--- config.mk ---
export PLATFORM = sky130hd
export DESIGN_NAME = pdm_mic_decimator
export DESIGN_NICKNAME = d
export VERILOG_FILES = /design/src/rtl/pdm_mic_decimator.sv
export SDC_FILE = /design/constraint.sdc
export NUM_CORES = 1
export LEC_CHECK = 0
export ABC_AREA = 1
export BUFFER_PORTS_ARGS = -buffer_cell sky130_fd_sc_hd__buf_2
export CAP_MARGIN = 15
export CORE_MARGIN = 2
export CORE_UTILIZATION = 61
export CTS_CLUSTER_SIZE = 40
export DETAILED_ROUTE_END_ITERATION = 10
export PLACE_DENSITY_LB_ADDON = 0.12
export SLEW_MARGIN = 20
export SYNTH_ARGS = -nofsm -noshare
export SYNTH_HDL_FRONTEND = slang
export SYNTH_SLANG_ARGS = --single-unit
--- constraint.sdc ---
create_clock -name wb_clk_i -period 7.68 [get_ports wb_clk_i]
set_input_delay 1.152 -clock wb_clk_i [delete_from_list [all_inputs] [get_ports wb_clk_i]]
set_output_delay 1.152 -clock wb_clk_i [all_outputs]
set_load 0.02 [all_outputs]
--- src/rtl/pdm_mic_decimator.sv ---
// -----------------------------------------------------------------------------
// pdm_mic_decimator
//
// Generates the PDM microphone clock, samples the 1-bit PDM stream once per
// microphone clock period and decimates it by R = 2**DEC_LOG2 through a
// 3rd-order CIC filter (3 integrators, 3 combs, differential delay 1).
// The comb result is scaled and saturated to a signed SAMPLE_DEPTH-bit sample.
// Everything runs in the wb_clk_i domain.
//
// Optional feature: define MIC_DC_BLOCK_EN to insert a first-order DC blocker
// after saturation. It adds one cycle of latency (5 instead of 4 cycles from
// the wrapping bit strobe to sample_valid).
//
// Ports:
//   wb_clk_i      system clock
//   wb_reset_i    asynchronous, active-high reset
//   enable        1 = run microphone; 0 = mic clock stopped, filter cleared
//   pdm_clk       microphone clock, 50% duty, CLK_DIV wb_clk_i cycles/period
//   pdm_data      PDM bit stream from the microphone
//   audio         signed PCM sample, held between updates
//   sample_valid  one-cycle pulse when audio updates
// -----------------------------------------------------------------------------
module pdm_mic_decimator #(
  parameter int SAMPLE_DEPTH = 8,
  parameter int CLK_DIV      = 4,
  parameter int DEC_LOG2     = 6,
  parameter int DC_SHIFT     = 4
) (
  input  logic                    wb_clk_i,
  input  logic                    wb_reset_i,
  input  logic                    enable,
  output logic                    pdm_clk,
  input  logic                    pdm_data,
  output logic [SAMPLE_DEPTH-1:0] audio,
  output logic                    sample_valid
);

  localparam int HALF  = CLK_DIV / 2;
  localparam int HCW   = (HALF > 1) ? $clog2(HALF) : 1;
  localparam int W     = 3 * DEC_LOG2 + 2;
  localparam int SHIFT = 3 * DEC_LOG2 + 1 - SAMPLE_DEPTH;

  localparam logic signed [W-1:0] CIC_MAX = W'((2 ** (SAMPLE_DEPTH - 1)) - 1);
  localparam logic signed [W-1:0] CIC_MIN = W'(-(2 ** (SAMPLE_DEPTH - 1)));
  localparam logic signed [SAMPLE_DEPTH-1:0] OUT_MAX = {1'b0, {(SAMPLE_DEPTH-1){1'b1}}};
  localparam logic signed [SAMPLE_DEPTH-1:0] OUT_MIN = {1'b1, {(SAMPLE_DEPTH-1){1'b0}}};

  // Scale the comb output down to SAMPLE_DEPTH bits and clamp. The comb range
  // is +/-2**(3*DEC_LOG2), so the positive full-scale value needs the clamp.
  function automatic logic signed [SAMPLE_DEPTH-1:0] sat_cic(input logic signed [W-1:0] v);
    logic signed [W-1:0] s;
    s = v >>> SHIFT;
    if (s > CIC_MAX)      return OUT_MAX;
    else if (s < CIC_MIN) return OUT_MIN;
    else                  return s[SAMPLE_DEPTH-1:0];
  endfunction

  // Divider and bit sampling
  logic [HCW-1:0]          div_cnt_q, div_cnt_d;
  logic                    pdm_clk_q, pdm_clk_d;
  logic                    div_wrap;
  logic                    bit_strobe;
  logic signed [W-1:0]     bit_val;

  // CIC state
  logic signed [W-1:0]     integ1_q, integ1_d;
  logic signed [W-1:0]     integ2_q, integ2_d;
  logic signed [W-1:0]     integ3_q, integ3_d;
  logic [DEC_LOG2-1:0]     dec_cnt_q, dec_cnt_d;
  logic                    dec_wrap;
  logic [1:0]              start_cnt_q, start_cnt_d;
  logic signed [W-1:0]     int_prev_q, int_prev_d;
  logic signed [W-1:0]     comb1_q, comb1_d;
  logic signed [W-1:0]     comb1_prev_q, comb1_prev_d;
  logic signed [W-1:0]     comb2_q, comb2_d;
  logic signed [W-1:0]     comb2_prev_q, comb2_prev_d;
  logic signed [W-1:0]     comb3_q, comb3_d;
  // adv marks which comb stage holds a fresh decimated value; keep marks
  // whether that value survived the startup mask. The combs must advance on
  // masked samples too, otherwise their history would be wrong.
  logic [2:0]              adv_q, adv_d;
  logic [2:0]              keep_q, keep_d;

  // Output
  logic signed [SAMPLE_DEPTH-1:0] audio_q, audio_d;
  logic                           valid_q, valid_d;

`ifdef MIC_DC_BLOCK_EN
  localparam int DW = SAMPLE_DEPTH + DC_SHIFT + 2;
  localparam logic signed [DW+1:0] DC_MAX = (DW+2)'((2 ** (DW - 1)) - 1);
  localparam logic signed [DW+1:0] DC_MIN = (DW+2)'(-(2 ** (DW - 1)));
  localparam logic signed [DW-1:0] Y_MAX  = DW'(OUT_MAX) <<< DC_SHIFT;
  localparam logic signed [DW-1:0] Y_MIN  = DW'(OUT_MIN) <<< DC_SHIFT;

  logic signed [SAMPLE_DEPTH-1:0] dc_x_q, dc_x_d;
  logic signed [SAMPLE_DEPTH-1:0] dc_xp_q, dc_xp_d;
  logic signed [DW-1:0]           dc_y_q, dc_y_d;
  logic                           dc_vld_q, dc_vld_d;
  logic signed [DW+1:0]           dc_sum;
  logic signed [DW-1:0]           dc_y_new;
  logic signed [DW-1:0]           dc_out;
`endif

  assign div_wrap   = (div_cnt_q == HCW'(HALF - 1));
  // The strobe is the cycle in which the pdm_clk register is about to fall.
  assign bit_strobe = enable && div_wrap && pdm_clk_q;
  assign dec_wrap   = bit_strobe && (dec_cnt_q == {DEC_LOG2{1'b1}});
  assign bit_val    = pdm_data ? {{(W-1){1'b0}}, 1'b1} : {W{1'b1}};

  // NOTE: every signal written here gets its hold value first, so no branch
  // can leave one unassigned and infer a latch.
  always_comb begin
    div_cnt_d    = div_cnt_q;
    pdm_clk_d    = pdm_clk_q;
    integ1_d     = integ1_q;
    integ2_d     = integ2_q;
    integ3_d     = integ3_q;
    dec_cnt_d    = dec_cnt_q;
    start_cnt_d  = start_cnt_q;
    int_prev_d   = int_prev_q;
    comb1_d      = comb1_q;
    comb1_prev_d = comb1_prev_q;
    comb2_d      = comb2_q;
    comb2_prev_d = comb2_prev_q;
    comb3_d      = comb3_q;
    adv_d        = {adv_q[1:0], dec_wrap};
    keep_d       = {keep_q[1:0], dec_wrap && (start_cnt_q == 2'd3)};
    audio_d      = audio_q;
    valid_d      = 1'b0;
`ifdef MIC_DC_BLOCK_EN
    dc_x_d       = dc_x_q;
    dc_xp_d      = dc_xp_q;
    dc_y_d       = dc_y_q;
    dc_vld_d     = 1'b0;
    dc_sum       = ((DW+2)'(dc_x_q) - (DW+2)'(dc_xp_q)) <<< DC_SHIFT;
    dc_sum       = dc_sum + (DW+2)'(dc_y_q) - (DW+2)'(dc_y_q >>> DC_SHIFT);
    if (dc_sum > DC_MAX)      dc_y_new = DC_MAX[DW-1:0];
    else if (dc_sum < DC_MIN) dc_y_new = DC_MIN[DW-1:0];
    else                      dc_y_new = dc_sum[DW-1:0];
    // dc_y carries DC_SHIFT fraction bits so the decay does not stall at
    // 2**DC_SHIFT - 1; the output drops those bits again.
    if (dc_y_new > Y_MAX)      dc_out = Y_MAX;
    else if (dc_y_new < Y_MIN) dc_out = Y_MIN;
    else                       dc_out = dc_y_new;
`endif

    if (!enable) begin
      div_cnt_d    = '0;
      pdm_clk_d    = 1'b0;
      integ1_d     = '0;
      integ2_d     = '0;
      integ3_d     = '0;
      dec_cnt_d    = '0;
      start_cnt_d  = '0;
      int_prev_d   = '0;
      comb1_d      = '0;
      comb1_prev_d = '0;
      comb2_d      = '0;
      comb2_prev_d = '0;
      comb3_d      = '0;
      adv_d        = '0;
      keep_d       = '0;
`ifdef MIC_DC_BLOCK_EN
      dc_x_d       = '0;
      dc_xp_d      = '0;
      dc_y_d       = '0;
`endif
    end else begin
      if (div_wrap) begin
        div_cnt_d = '0;
        pdm_clk_d = ~pdm_clk_q;
      end else begin
        div_cnt_d = div_cnt_q + 1'b1;
      end

      if (bit_strobe) begin
        integ1_d  = integ1_q + bit_val;
        integ2_d  = integ2_q + integ1_d;
        integ3_d  = integ3_q + integ2_d;
        dec_cnt_d = dec_cnt_q + 1'b1;
      end

      // Comb stage 1 captures the decimated integrator value directly.
      if (dec_wrap) begin
        comb1_d    = integ3_d - int_prev_q;
        int_prev_d = integ3_d;
        if (start_cnt_q != 2'd3) start_cnt_d = start_cnt_q + 1'b1;
      end
      if (adv_q[0]) begin
        comb2_d      = comb1_q - comb1_prev_q;
        comb1_prev_d = comb1_q;
      end
      if (adv_q[1]) begin
        comb3_d      = comb2_q - comb2_prev_q;
        comb2_prev_d = comb2_q;
      end

`ifdef MIC_DC_BLOCK_EN
      if (adv_q[2] && keep_q[2]) begin
        dc_x_d   = sat_cic(comb3_q);
        dc_vld_d = 1'b1;
      end
      if (dc_vld_q) begin
        dc_xp_d = dc_x_q;
        dc_y_d  = dc_y_new;
        audio_d = SAMPLE_DEPTH'(dc_out >>> DC_SHIFT);
        valid_d = 1'b1;
      end
`else
      if (adv_q[2] && keep_q[2]) begin
        audio_d = sat_cic(comb3_q);
        valid_d = 1'b1;
      end
`endif
    end
  end

  // NOTE: state registers use non-blocking assignments so every flop samples
  // the values from before the edge, independent of statement order.
  always_ff @(posedge wb_clk_i or posedge wb_reset_i) begin
    if (wb_reset_i) begin
      div_cnt_q    <= '0;
      pdm_clk_q    <= 1'b0;
      integ1_q     <= '0;
      integ2_q     <= '0;
      integ3_q     <= '0;
      dec_cnt_q    <= '0;
      start_cnt_q  <= '0;
      int_prev_q   <= '0;
      comb1_q      <= '0;
      comb1_prev_q <= '0;
      comb2_q      <= '0;
      comb2_prev_q <= '0;
      comb3_q      <= '0;
      adv_q        <= '0;
      keep_q       <= '0;
      audio_q      <= '0;
      valid_q      <= 1'b0;
`ifdef MIC_DC_BLOCK_EN
      dc_x_q       <= '0;
      dc_xp_q      <= '0;
      dc_y_q       <= '0;
      dc_vld_q     <= 1'b0;
`endif
    end else begin
      div_cnt_q    <= div_cnt_d;
      pdm_clk_q    <= pdm_clk_d;
      integ1_q     <= integ1_d;
      integ2_q     <= integ2_d;
      integ3_q     <= integ3_d;
      dec_cnt_q    <= dec_cnt_d;
      start_cnt_q  <= start_cnt_d;
      int_prev_q   <= int_prev_d;
      comb1_q      <= comb1_d;
      comb1_prev_q <= comb1_prev_d;
      comb2_q      <= comb2_d;
      comb2_prev_q <= comb2_prev_d;
      comb3_q      <= comb3_d;
      adv_q        <= adv_d;
      keep_q       <= keep_d;
      audio_q      <= audio_d;
      valid_q      <= valid_d;
`ifdef MIC_DC_BLOCK_EN
      dc_x_q       <= dc_x_d;
      dc_xp_q      <= dc_xp_d;
      dc_y_q       <= dc_y_d;
      dc_vld_q     <= dc_vld_d;
`endif
    end
  end

  assign pdm_clk      = pdm_clk_q;
  assign audio        = audio_q;
  assign sample_valid = valid_q;

endmodule
==> impl_metrics.json <==
{
  "syn_to_final_growth_pct": 7.97,
  "drt-initial-drc-count": 559,
  "min_path_cells": 2,
  "startpoint_type": "primary input",
  "timing.rr.start": "integ1_q[8]",
  "wl_per_cell_um": 16.0,
  "synth_top_cell_area_share_pct": 38.3,
  "crit_path_end_kind": "flop",
  "clockBufferDepth": 2,
  "syn_area_per_cell_um2": 8.01,
  "htree_levels": 4,
  "required_ns": 7.99,
  "path_buf_inv": 6,
  "drtPass1Iterations": 5,
  "place_hpwl_um": 22000,
  "power.density_mw_per_mm2": 178,
  "ys_ff_latch": 194,
  "grt_antenna_before_repair": 0,
  "hold_viol": 0,
  "use_met1_pct": 36.1,
  "power_switching_mw": 0.800,
  "cts_buffers": 17,
  "intPower_mw": 1.63,
  "antenna_cells": 0,
  "wirelength_um": 29900,
  "total_power_mw": 2.43,
  "status": "completed",
  "power_frac_comb_pct": 18.3,
  "io_buffers": 13,
  "slew_violations": 0,
  "fp-row-count": 52,
  "sw_frac_of_total_pct": 32.9,
  "drive_above_1_share_pct": 6.73,
  "grt_pass1_vias": 10622,
  "path_delay_family": "simple AND/OR/NAND/NOR gates",
  "synthFlopType": "dfrtp_1",
  "die-width_um": 148,
  "vdd_drop_max_mv": 0.155,
  "fin_tns_setup_ns": 0,
  "synth_largest_area_cell": "dfrtp_1",
  "antenna_left": 0,
  "finalCritPeriodShare_pct": 91.8,
  "final-setup-viol-count": 0,
  "max_cap_violations": 0,
  "p_clk_share_pct": 38.9,
  "initial_utilization_pct": 62.4,
  "synthArstFlopShare_pct": 100,
  "core_mm2": 0.0203,
  "overflow": 0,
  "netlist_top_cells_area": "dfrtp_1 38%, ha_1 11%, nand2_1 9.0%",
  "synth-edff-count": 0,
  "path_class": "in -> reg",
  "insertion_delay_ns": 0.45,
  "rsz0062_at_grt": "false",
  "cp_slowest_stage_delay_ns": 0.44,
  "cts_tree": "done",
  "syn_inst": 1582,
  "critPathMaxFanout": 11,
  "viasPerCell": 5.73,
  "min_to": "keep_q[2]",
  "worstHoldStart": "keep_q[1]",
  "grt.total_usage_pct": 28.4,
  "pwr-share-seq_pct": 42.8,
  "vias": 10734,
  "seq_area_frac_synth_pct": 38.3,
  "maxSlewHeadroom_pct": 33.5,
  "arrival_ns": 7.36,
  "leakage_nw": 7.06,
  "die_h_um": 148,
  "fin_crit_ns": 7.05,
  "synth_nets": 1706,
  "syn_area_mm2": 0.0127,
  "die_area_mm2": 0.0219,
  "use_met2_pct": 51.0,
  "critical-path-slowest-cell": "ha_1",
  "ff2ff_path_depth": 36,
  "regToRegEndpoint": "comb1_q[18]",
  "drc": 0,
  "nNetsFinal": 1715,
  "io_pins": 14,
  "yosysUniqueCellTypes": 55,
  "clockRootBuffer": "clkbuf_16",
  "cts_sinks": 194,
  "path_common_cell": "nand2_1",
  "gp_congestion": 0.938,
  "synthTopCellsByCount": "305 x nand2_1, 226 x inv_1, 194 x dfrtp_1",
  "final_core_utilization_pct": 67.4,
  "worst_slew_pin_slew_ns": 0.991,
  "rrSetupSlack_ns": 1.41,
  "holdCritPathClass": "reg -> reg",
  "grt_max_degree": 89,
  "yosys_warnings": 0,
  "fmax_mhz": 142,
  "grt_pass1_wl_um": 50600,
  "grt.busiest_layer": "met2",
  "met3_usage_pct": 3.10,
  "clk_pin_slew_ns": 0.09,
  "synth_most_common_cell": "nand2_1",
  "finalClockSkew_ns": 0.0115,
  "postCtsHoldBufs": 0
}
worst max path at each step:
stage          startpoint          end  slack [ns]  depth (start not counted)
5_1_grt          pdm_data  comb1_q[18]        0.01                         38
3_3_place_gp     pdm_data  comb1_q[18]        0.34                         38
4_1_cts          pdm_data  comb1_q[18]        0.62                         38
2_1_floorplan    pdm_data  comb1_q[18]        1.06                         35
6_report         pdm_data  comb1_q[18]        0.63                         38
3_5_place_dp     pdm_data  comb1_q[18]        0.20                         38
area by class of cell:
type                    count  area, µm²
clock buffers              17        425
clock inverters            15        211
fillers                  1737       6620
inverters                 233        886
multi-input cells        1123       6830
flip-flops and latches    194       4850
well taps                 270        338
repair buffers             22        133
power by group through the flow:
stage	combinational, mW	clock (mW)	sequential (mW)
2_1_floorplan	0.334	0	1.06
3_3_place_gp	0.428	0	1.06
3_5_place_dp	0.436	0	1.06
6_report	0.445	0.948	1.04
5_1_grt	0.498	0.998	1.04
4_1_cts	0.438	0.960	1.04
stage by stage:
step	hold slack (ns)	cells	setup WS, ns	cell area [µm²]
2_1_floorplan	0.413	1582	1.06	12700
3_3_place_gp	0.422	1841	0.336	13000
3_5_place_dp	0.424	1841	0.203	13000
4_1_cts	0.446	1873	0.619	13600
5_1_grt	0.474	1874	0.0129	13700
6_report	0.441	1874	0.628	13700
cell families after synthesis:
| logic type | share of synthesized area (%) |
|---|---|
| XOR/XNOR | 4.15 |
| AO/OA/AOI/OAI | 19.3 |
| adder cells (fa/ha/maj) | 12.1 |
| buffers and inverters | 7.92 |
| multiplexers | 0.0790 |
| AND/OR/NAND/NOR | 18.0 |
| flip-flops | 38.3 |
tightest hold or removal path, cell delays in order, from the launching register on:
cell,delay [ns]
dfrtp_1,0.33
nand2_1,0.05
inv_1,0.04
cells in the final DEF (no fill, tap or decap), drive strengths merged, types with 39 or more instances in the layout:
| cell | n |
|---|---|
| nor2 | 94 |
| xor2 | 39 |
| ha | 115 |
| o21ai | 124 |
| nand2 | 312 |
| o22ai | 73 |
| nand3 | 68 |
| inv | 239 |
| a21oi | 127 |
| dfrtp | 194 |
registers in the layout (all words and copies together), names as in the netlist:
signal and count:
integ1_q 20, comb2_q 20, pdm_clk 1, comb3_q 9, sample_valid 1, start_cnt_q 2, dec_cnt_q 6, audio 8
comb1_q 20, comb2_prev_q 20, integ3_q 20, int_prev_q 20, adv_q 3, div_cnt_q 1, keep_q 3, integ2_q 20
comb1_prev_q 20
per-layer routing:
layer,routed length (µm),vias up
met4,678,0
met3,908,55
met5,0,-
met1,13300,5078
li1,-,5378
met2,15000,223
what timing repair did:
item,in CTS,in global routing
setup endpoints to repair,0,1
gates resized for setup,0,4
setup buffers,0,1
No activity file was read; power rests on OpenSTA's default activity.
